===== config.mk =====
export PLATFORM = sky130hd
export DESIGN_NAME = adc_multislope_flat
export DESIGN_NICKNAME = d
export VERILOG_FILES = /design/src/rtl/adc_pkg.sv /design/src/rtl/adc_multislope_if.sv /design/src/rtl/cmpr_sync.sv /design/src/rtl/adc_multislope.sv /design/src/flat_wrapper.sv
export SDC_FILE = /design/constraint.sdc
export NUM_CORES = 1
export LEC_CHECK = 0
export BUFFER_PORTS_ARGS = -buffer_cell sky130_fd_sc_hd__buf_2
export CORE_ASPECT_RATIO = 1.75
export CORE_MARGIN = 2
export CORE_UTILIZATION = 45
export CTS_CLUSTER_SIZE = 14
export DETAILED_ROUTE_END_ITERATION = 10
export PLACE_DENSITY = 0.75
export SYNTH_ARGS = -nofsm -noshare
export SYNTH_HDL_FRONTEND = slang
export SYNTH_SLANG_ARGS = --single-unit

===== constraint.sdc =====
create_clock -name clk -period 4.01 [get_ports clk]
set_clock_uncertainty 0.2 [all_clocks]
set_input_delay 0.401 -clock clk [delete_from_list [all_inputs] [get_ports clk]]
set_output_delay 0.401 -clock clk [all_outputs]
set_load 0.02 [all_outputs]

===== src/rtl/adc_pkg.sv =====
// Shared encodings for the multi-slope ADC sequencer: FSM states and integrator mux codes.
package adc_pkg;

    typedef enum logic [2:0] {
        IDLE,
        RESET,
        RUNUP,
        RUNDOWN,
        DONE
    } adc_state_t;

    // mux bit order is {sig, ref_n, ref_p}
    localparam logic [2:0] MUX_OFF   = 3'b000;
    localparam logic [2:0] MUX_SIG_P = 3'b101;
    localparam logic [2:0] MUX_SIG_N = 3'b110;
    localparam logic [2:0] MUX_REF_P = 3'b001;
    localparam logic [2:0] MUX_REF_N = 3'b010;

    // A high comparator means the integrator needs the negative reference next.
    function automatic logic [2:0] next_phase_mux(input logic cmp, input logic last);
        if (last)
            return cmp ? MUX_REF_N : MUX_REF_P;
        return cmp ? MUX_SIG_N : MUX_SIG_P;
    endfunction

endpackage


===== src/rtl/adc_multislope_if.sv =====
// Register-bank side of the ADC sequencer: run-time configuration in, result snapshot out.
interface adc_multislope_if #(
    parameter int CNT_W = 24,
    parameter int CLK_W = 16
);
    logic             cfg_run;
    logic [CLK_W-1:0] cfg_reset_clks;
    logic [CLK_W-1:0] cfg_phase_clks;
    logic [CNT_W-1:0] cfg_n_phases;
    logic [CNT_W-1:0] cfg_rundown_max;

    logic [CNT_W-1:0] res_up;
    logic [CNT_W-1:0] res_down;
    logic [CNT_W-1:0] res_rundown;
    logic             res_timeout;
    logic [7:0]       res_seq;
    logic             com_interrupt_n;
    logic             busy;

    modport master (
        output cfg_run, cfg_reset_clks, cfg_phase_clks, cfg_n_phases, cfg_rundown_max,
        input  res_up, res_down, res_rundown, res_timeout, res_seq, com_interrupt_n, busy
    );

    modport slave (
        input  cfg_run, cfg_reset_clks, cfg_phase_clks, cfg_n_phases, cfg_rundown_max,
        output res_up, res_down, res_rundown, res_timeout, res_seq, com_interrupt_n, busy
    );
endinterface


===== src/rtl/cmpr_sync.sv =====
// Two-flop synchroniser for the asynchronous comparator, plus a one-cycle edge flag.
module cmpr_sync (
    input  logic clk,
    input  logic rst_n,
    input  logic cmpr_in,
    output logic cmp_s,
    output logic cmp_edge
);
    logic cmp_meta;
    logic cmp_d;

    always_ff @(posedge clk or negedge rst_n) begin
        if (!rst_n) begin
            cmp_meta <= 1'b0;
            cmp_s    <= 1'b0;
            cmp_d    <= 1'b0;
        end else begin
            cmp_meta <= cmpr_in;
            cmp_s    <= cmp_meta;
            cmp_d    <= cmp_s;
        end
    end

    assign cmp_edge = cmp_s ^ cmp_d;

endmodule


===== src/rtl/adc_multislope.sv =====
// Multi-slope run-up/run-down integrating ADC sequencer with per-conversion config shadowing
// and an atomic result snapshot.
//
// state   | meaning
// IDLE    | integrator shorted, waiting for cfg_run; shadows config on start
// RESET   | integrator shorted for the reset-clock count
// RUNUP   | fixed-length phases, reference chosen from the comparator at each phase end
// RUNDOWN | reference only, counting clocks until a comparator edge or timeout
// DONE    | one clock: publish results and start the interrupt pulse
module adc_multislope
    import adc_pkg::*;
#(
    parameter int CNT_W    = 24,
    parameter int CLK_W    = 16,
    parameter int INT_HOLD = 8
) (
    input  logic        clk,
    input  logic        rst_n,
    input  logic        cmpr_in,
    adc_multislope_if.slave bus,
    output logic [2:0]  mux,
    output logic        int_short,
    output logic        cmpr_latch
);
    localparam int HOLD_W = $clog2(INT_HOLD + 1);

    function automatic logic [CNT_W-1:0] sat_inc(input logic [CNT_W-1:0] v);
        return (v == '1) ? v : v + CNT_W'(1);
    endfunction

    // Timers count down to zero, so a length of 0 behaves like a length of 1.
    function automatic logic [CLK_W-1:0] clk_m1(input logic [CLK_W-1:0] v);
        return (v == '0) ? '0 : v - CLK_W'(1);
    endfunction

    function automatic logic [CNT_W-1:0] cnt_m1(input logic [CNT_W-1:0] v);
        return (v == '0) ? '0 : v - CNT_W'(1);
    endfunction

    adc_state_t       state, state_nxt;
    logic [2:0]       mux_nxt;
    logic             short_nxt, latch_nxt;
    logic             cmp_s, cmp_edge;
    logic [CLK_W-1:0] timer, phase_sh;
    logic [CNT_W-1:0] phase_left, max_sh;
    logic [CNT_W-1:0] up_cnt, dn_cnt, rd_cnt, rd_next;
    logic             timeout;
    logic [HOLD_W-1:0] int_cnt;
    logic             timer_done, last_phase, rd_hit_max;

    cmpr_sync u_cmpr_sync (
        .clk      (clk),
        .rst_n    (rst_n),
        .cmpr_in  (cmpr_in),
        .cmp_s    (cmp_s),
        .cmp_edge (cmp_edge)
    );

    assign timer_done = (timer == '0);
    assign last_phase = (phase_left == '0);
    assign rd_next    = sat_inc(rd_cnt);
    assign rd_hit_max = (rd_next == max_sh);

    always_ff @(posedge clk or negedge rst_n) begin
        if (!rst_n) begin
            state      <= IDLE;
            mux        <= MUX_OFF;
            int_short  <= 1'b1;
            cmpr_latch <= 1'b1;
        end else begin
            state      <= state_nxt;
            mux        <= mux_nxt;
            int_short  <= short_nxt;
            cmpr_latch <= latch_nxt;
        end
    end

    always_comb begin
        state_nxt = state;
        mux_nxt   = mux;
        short_nxt = int_short;
        latch_nxt = cmpr_latch;
        case (state)
            IDLE: begin
                short_nxt = 1'b1;
                latch_nxt = 1'b1;
                mux_nxt   = MUX_OFF;
                if (bus.cfg_run)
                    state_nxt = RESET;
            end
            RESET: begin
                if (timer_done) begin
                    state_nxt = RUNUP;
                    short_nxt = 1'b0;
                    latch_nxt = 1'b0;
                    mux_nxt   = MUX_SIG_P;
                end
            end
            RUNUP: begin
                if (timer_done) begin
                    mux_nxt = next_phase_mux(cmp_s, last_phase);
                    if (last_phase)
                        state_nxt = RUNDOWN;
                end
            end
            RUNDOWN: begin
                if (cmp_edge || rd_hit_max) begin
                    state_nxt = DONE;
                    mux_nxt   = MUX_OFF;
                    latch_nxt = 1'b1;
                end
            end
            DONE: begin
                state_nxt = IDLE;
                short_nxt = 1'b1;
            end
            default: state_nxt = IDLE;
        endcase
    end

    always_ff @(posedge clk or negedge rst_n) begin
        if (!rst_n) begin
            timer      <= '0;
            phase_sh   <= '0;
            phase_left <= '0;
            max_sh     <= '0;
            up_cnt     <= '0;
            dn_cnt     <= '0;
            rd_cnt     <= '0;
            timeout    <= 1'b0;
        end else begin
            case (state)
                IDLE: begin
                    if (bus.cfg_run) begin
                        timer      <= clk_m1(bus.cfg_reset_clks);
                        phase_sh   <= bus.cfg_phase_clks;
                        phase_left <= cnt_m1(bus.cfg_n_phases);
                        // a zero timeout would never match the saturating count
                        max_sh     <= (bus.cfg_rundown_max == '0) ? CNT_W'(1) : bus.cfg_rundown_max;
                        up_cnt     <= '0;
                        dn_cnt     <= '0;
                        rd_cnt     <= '0;
                        timeout    <= 1'b0;
                    end
                end
                RESET: timer <= timer_done ? clk_m1(phase_sh) : timer - CLK_W'(1);
                RUNUP: begin
                    if (timer_done) begin
                        if (cmp_s)
                            up_cnt <= sat_inc(up_cnt);
                        else
                            dn_cnt <= sat_inc(dn_cnt);
                        if (!last_phase) begin
                            phase_left <= phase_left - CNT_W'(1);
                            timer      <= clk_m1(phase_sh);
                        end
                    end else begin
                        timer <= timer - CLK_W'(1);
                    end
                end
                RUNDOWN: begin
                    rd_cnt <= rd_next;
                    if (!cmp_edge && rd_hit_max)
                        timeout <= 1'b1;
                end
                default: ;
            endcase
        end
    end

    // Results and interrupt are decoupled from the FSM once DONE has passed.
    always_ff @(posedge clk or negedge rst_n) begin
        if (!rst_n) begin
            bus.res_up      <= '0;
            bus.res_down    <= '0;
            bus.res_rundown <= '0;
            bus.res_timeout <= 1'b0;
            bus.res_seq     <= '0;
            int_cnt         <= '0;
        end else if (state == DONE) begin
            bus.res_up      <= up_cnt;
            bus.res_down    <= dn_cnt;
            bus.res_rundown <= rd_cnt;
            bus.res_timeout <= timeout;
            bus.res_seq     <= bus.res_seq + 8'd1;
            int_cnt         <= HOLD_W'(INT_HOLD);
        end else if (int_cnt != '0) begin
            int_cnt <= int_cnt - HOLD_W'(1);
        end
    end

    assign bus.com_interrupt_n = (int_cnt == '0);
    assign bus.busy            = (state != IDLE);

endmodule


===== src/flat_wrapper.sv =====
// flat-port wrapper written by rule: the top's interface ports become plain ports
module adc_multislope_flat import adc_pkg::*;
#(
    parameter int CNT_W    = 24,
    parameter int CLK_W    = 16,
    parameter int INT_HOLD = 8
)
  (clk, rst_n, cmpr_in, mux, int_short, cmpr_latch, bus_cfg_run, bus_cfg_reset_clks, bus_cfg_phase_clks, bus_cfg_n_phases, bus_cfg_rundown_max, bus_res_up, bus_res_down, bus_res_rundown, bus_res_timeout, bus_res_seq, bus_com_interrupt_n, bus_busy);
  adc_multislope_if #(.CNT_W(CNT_W), .CLK_W(CLK_W)) bus_i ();
  input  logic clk;
  input  logic rst_n;
  input  logic cmpr_in;
  output logic [2:0] mux;
  output logic int_short;
  output logic cmpr_latch;
  input wire logic [$bits(bus_i.cfg_run)-1:0] bus_cfg_run;
  input wire logic [$bits(bus_i.cfg_reset_clks)-1:0] bus_cfg_reset_clks;
  input wire logic [$bits(bus_i.cfg_phase_clks)-1:0] bus_cfg_phase_clks;
  input wire logic [$bits(bus_i.cfg_n_phases)-1:0] bus_cfg_n_phases;
  input wire logic [$bits(bus_i.cfg_rundown_max)-1:0] bus_cfg_rundown_max;
  output wire logic [$bits(bus_i.res_up)-1:0] bus_res_up;
  output wire logic [$bits(bus_i.res_down)-1:0] bus_res_down;
  output wire logic [$bits(bus_i.res_rundown)-1:0] bus_res_rundown;
  output wire logic [$bits(bus_i.res_timeout)-1:0] bus_res_timeout;
  output wire logic [$bits(bus_i.res_seq)-1:0] bus_res_seq;
  output wire logic [$bits(bus_i.com_interrupt_n)-1:0] bus_com_interrupt_n;
  output wire logic [$bits(bus_i.busy)-1:0] bus_busy;
  assign bus_i.cfg_run = bus_cfg_run;
  assign bus_i.cfg_reset_clks = bus_cfg_reset_clks;
  assign bus_i.cfg_phase_clks = bus_cfg_phase_clks;
  assign bus_i.cfg_n_phases = bus_cfg_n_phases;
  assign bus_i.cfg_rundown_max = bus_cfg_rundown_max;
  assign bus_res_up = bus_i.res_up;
  assign bus_res_down = bus_i.res_down;
  assign bus_res_rundown = bus_i.res_rundown;
  assign bus_res_timeout = bus_i.res_timeout;
  assign bus_res_seq = bus_i.res_seq;
  assign bus_com_interrupt_n = bus_i.com_interrupt_n;
  assign bus_busy = bus_i.busy;
  adc_multislope #(.CNT_W(CNT_W), .CLK_W(CLK_W), .INT_HOLD(INT_HOLD)) u_core (.clk(clk), .rst_n(rst_n), .cmpr_in(cmpr_in), .bus(bus_i), .mux(mux), .int_short(int_short), .cmpr_latch(cmpr_latch));
endmodule

==> impl_metrics.env <==
export IMPL_status="finished, final reports clean"
export IMPL_synth_nets=1537
export IMPL_syn_inst=1442
export IMPL_leakage_nw=7.456
export IMPL_cts_buffers=26
export IMPL_timing_hold_ws_ns=0.08999
export IMPL_rsz0062_at_grt="false"
export IMPL_cts_tree="built"
export IMPL_setup_viol=0
export IMPL_worstMarginPinSlew_ns=1.061
export IMPL_dp_cells=1949
export IMPL_htree_levels=1
export IMPL_initial_core_util=0.4570
export IMPL_grt_max_degree=110
export IMPL_instances_no_fill=2039
export IMPL_final_core_util=0.5457
export IMPL_numClockSinks=249
export IMPL_cp_end_kind="flip-flop"
export IMPL_grt_usage=0.2296
export IMPL_place_congestion=0.9348
export IMPL_worstPathMaxFanout=10
export IMPL_synth_area_mm2=0.01343
export IMPL_drt_wl_total_um=35860
export IMPL_startpoint_type="flip-flop"
export IMPL_dr_total_vias=11630
export IMPL_final_cell_mix="dfrtp_1, nand2_1, buf_2"
export IMPL_clock_latency_ns=0.53
export IMPL_tns_ns=0
export IMPL_overflow=0
export IMPL_grt_pass1_wl_um=57970
export IMPL_hold_class="in2reg"
export IMPL_timing_final_crit_share=0.8991
export IMPL_first_iter_violations=753
export IMPL_powerDensity_mw_per_mm2=485.7
export IMPL_dr_pass1_iters=5
export IMPL_final_common_cell="dfrtp_1"
export IMPL_fin_nets=1733
export IMPL_clock_fmax_mhz=277.4
export IMPL_drcViolationCount=0
export IMPL_rows=83
export IMPL_grt_pass1_vias=11780
export IMPL_cap_viol_max_count=0
export IMPL_post_route_cells_drive_above_1_share=0.2041
export IMPL_hold_viol=0
export IMPL_avgRoutedWirePerCell_um=17.59
export IMPL_ant_nets=0
export IMPL_vias_per_cell=5.703
export IMPL_core_area_mm2=0.02939
export IMPL_die_area_mm2=0.03130
export IMPL_clk_pin_slew_ns=0.06
export IMPL_synth_seq_cells=249
export IMPL_ys_flop_type="dfrtp_1"
export IMPL_cts_root_buf="clkbuf_16"
export IMPL_maxSlewViolCount=0
export IMPL_async_flop_share=1.000
export IMPL_die_width_um=134.6
export IMPL_ios=172
export IMPL_yosysWarnings=0
export IMPL_vdd_drop_max_mv=0.3572
export IMPL_clock_path_buffers=3
export IMPL_post_cts_buffers=0
export IMPL_synth_cell_types=68
export IMPL_avgSynthCellArea_um2=9.314
export IMPL_finalCriticalPeriod_ns=3.605
export IMPL_port_buffer_count=171
export IMPL_antenna_found_initial=1
export IMPL_die_h_um=232.5
export IMPL_nFillCells=2573
export IMPL_cp_arrival_ns=3.82
export IMPL_dp_hpwl_um=25050
export IMPL_area_growth_pct=19.42
export IMPL_required_ns=4.23
export IMPL_synth_edff_count=0
export IMPL_finalPower_w=0.007789
export IMPL_synth_seq_area_share=0.4641
export IMPL_relSlewSlack=0.2860
export IMPL_path_class="reg2reg"
-- layer usage --
layer	GRT usage	vias up	part of all wire	wire (um)
met3	0.03312	128	0.042	1496
met2	0.4220	316	0.53	19060
met4	0.1411	0	0.062	2210
met5	0	-	0	0
met1	0.2443	5711	0.37	13090
li1	-	5474	-	-
-- sequential cells by signal (all words and copies together), names as in the netlist, 3 cells and up --
register,flops
u_core.bus.res_down,24
u_core.bus.res_rundown,24
u_core.bus.res_up,24
u_core.dn_cnt,24
u_core.max_sh,24
u_core.phase_left,24
u_core.rd_cnt,24
u_core.up_cnt,24
u_core.phase_sh,16
u_core.timer,16
u_core.bus.res_seq,8
u_core.int_cnt,4
u_core.mux,3
u_core.state,3
-- worst max-delay path: stages (launching register included) --
cell and delay [ns]:
dfrtp_1 0.50, nand3_2 0.12, or4_1 0.73, a2111oi_4 0.50, mux2i_1 0.17, a2111oi_2 0.31
nand4_1 0.28, or2_1 0.35, a221o_1 0.33
-- cell usage after synthesis (19+ instances only) --
cell,n,share of area
nor3_1,44,0.016
nor4_1,28,0.013
xnor2_1,66,0.043
xor2_1,69,0.045
o22ai_1,20,0.0093
a21oi_1,47,0.018
nor2_1,132,0.037
dfrtp_1,247,0.46
nand3_1,43,0.016
inv_1,30,0.0084
o21ai_1,50,0.019
o21ai_0,50,0.019
mux2_2,75,0.063
clkbuf_1,59,0.016
nand4_1,32,0.015
nand2_1,213,0.060
and3_1,19,0.0089
-- final timing paths --
check                                                      start                                 end  slack, ns  cells after the start
max                                 u_core.rd_cnt[5]$_DFFE_PN0P_         u_core.state[0]$_DFFE_PN0P_       0.40                      8
min                                         bus_cfg_n_phases[18]   u_core.phase_left[18]$_DFFE_PN0P_       0.09                      5
max reg2reg                         u_core.rd_cnt[5]$_DFFE_PN0P_         u_core.state[0]$_DFFE_PN0P_       0.40                      8
min reg2reg                u_core.u_cmpr_sync.cmp_meta$_DFF_PN0_  u_core.u_cmpr_sync.cmp_s$_DFF_PN0_       0.16                      0
max in group asynchronous                                  rst_n         u_core.timer[6]$_DFFE_PN0P_       2.31                      3
min in group asynchronous                                  rst_n    u_core.phase_left[0]$_DFFE_PN0P_       0.27                      2
-- power by group --
group | internal [W] | switching (W) | leakage, nW | total [W]
Clock | 0.00148 | 0.000995 | 0.429 | 0.00248
Combinational | 0.000800 | 0.00118 | 3.71 | 0.00198
Sequential | 0.00291 | 0.000421 | 3.32 | 0.00333
Total | 0.00519 | 0.00260 | 7.46 | 0.00779
-- layout make-up --
| type | instances | area (um^2) | area share |
|---|---|---|---|
| Antenna cell | 1 | 2.502 | 0.0001560 |
| Sequential cell | 249 | 6233 | 0.3887 |
| Tap cell | 382 | 478.0 | 0.02980 |
| Multi-Input combinational cell | 1091 | 6812 | 0.4247 |
| Clock buffer | 37 | 743.2 | 0.04634 |
| Inverter | 30 | 112.6 | 0.007021 |
| Clock inverter | 9 | 127.6 | 0.007958 |
| Timing Repair Buffer | 240 | 1529 | 0.09533 |
-- cell families (layout without fill, tap and decap cells) --
group                      count (synthesis)  in the layout  synth area share
other                                      0              1                 0
and+or+nand+nor                          613            613            0.2215
xor gates and xnor gates                 135            135           0.08804
DFF                                      249            249            0.4641
adders and majority gates                 11             11           0.01025
muxes                                     83             83           0.06894
AOI/OAI and AO/OA                        249            249            0.1171
buffers and inverters                    102            316           0.03000
-- per-stage QoR --
stage | setup WS [ns] | cell area [um^2]
2_1_floorplan | 0.8036 | 13430
3_3_place_gp | 0.5128 | 14730
3_5_place_dp | 0.3790 | 14730
4_1_cts | 0.3786 | 16040
5_1_grt | 0.1895 | 16040
6_report | 0.4047 | 16040
-- repair_timing --
action	in CTS	in global routing
hold buffers	43	0
resized for setup	0	0
endpoints found under the setup margin	0	0
endpoints found under the hold margin	148	0
Note: power is estimated with default switching activity, not from simulation.
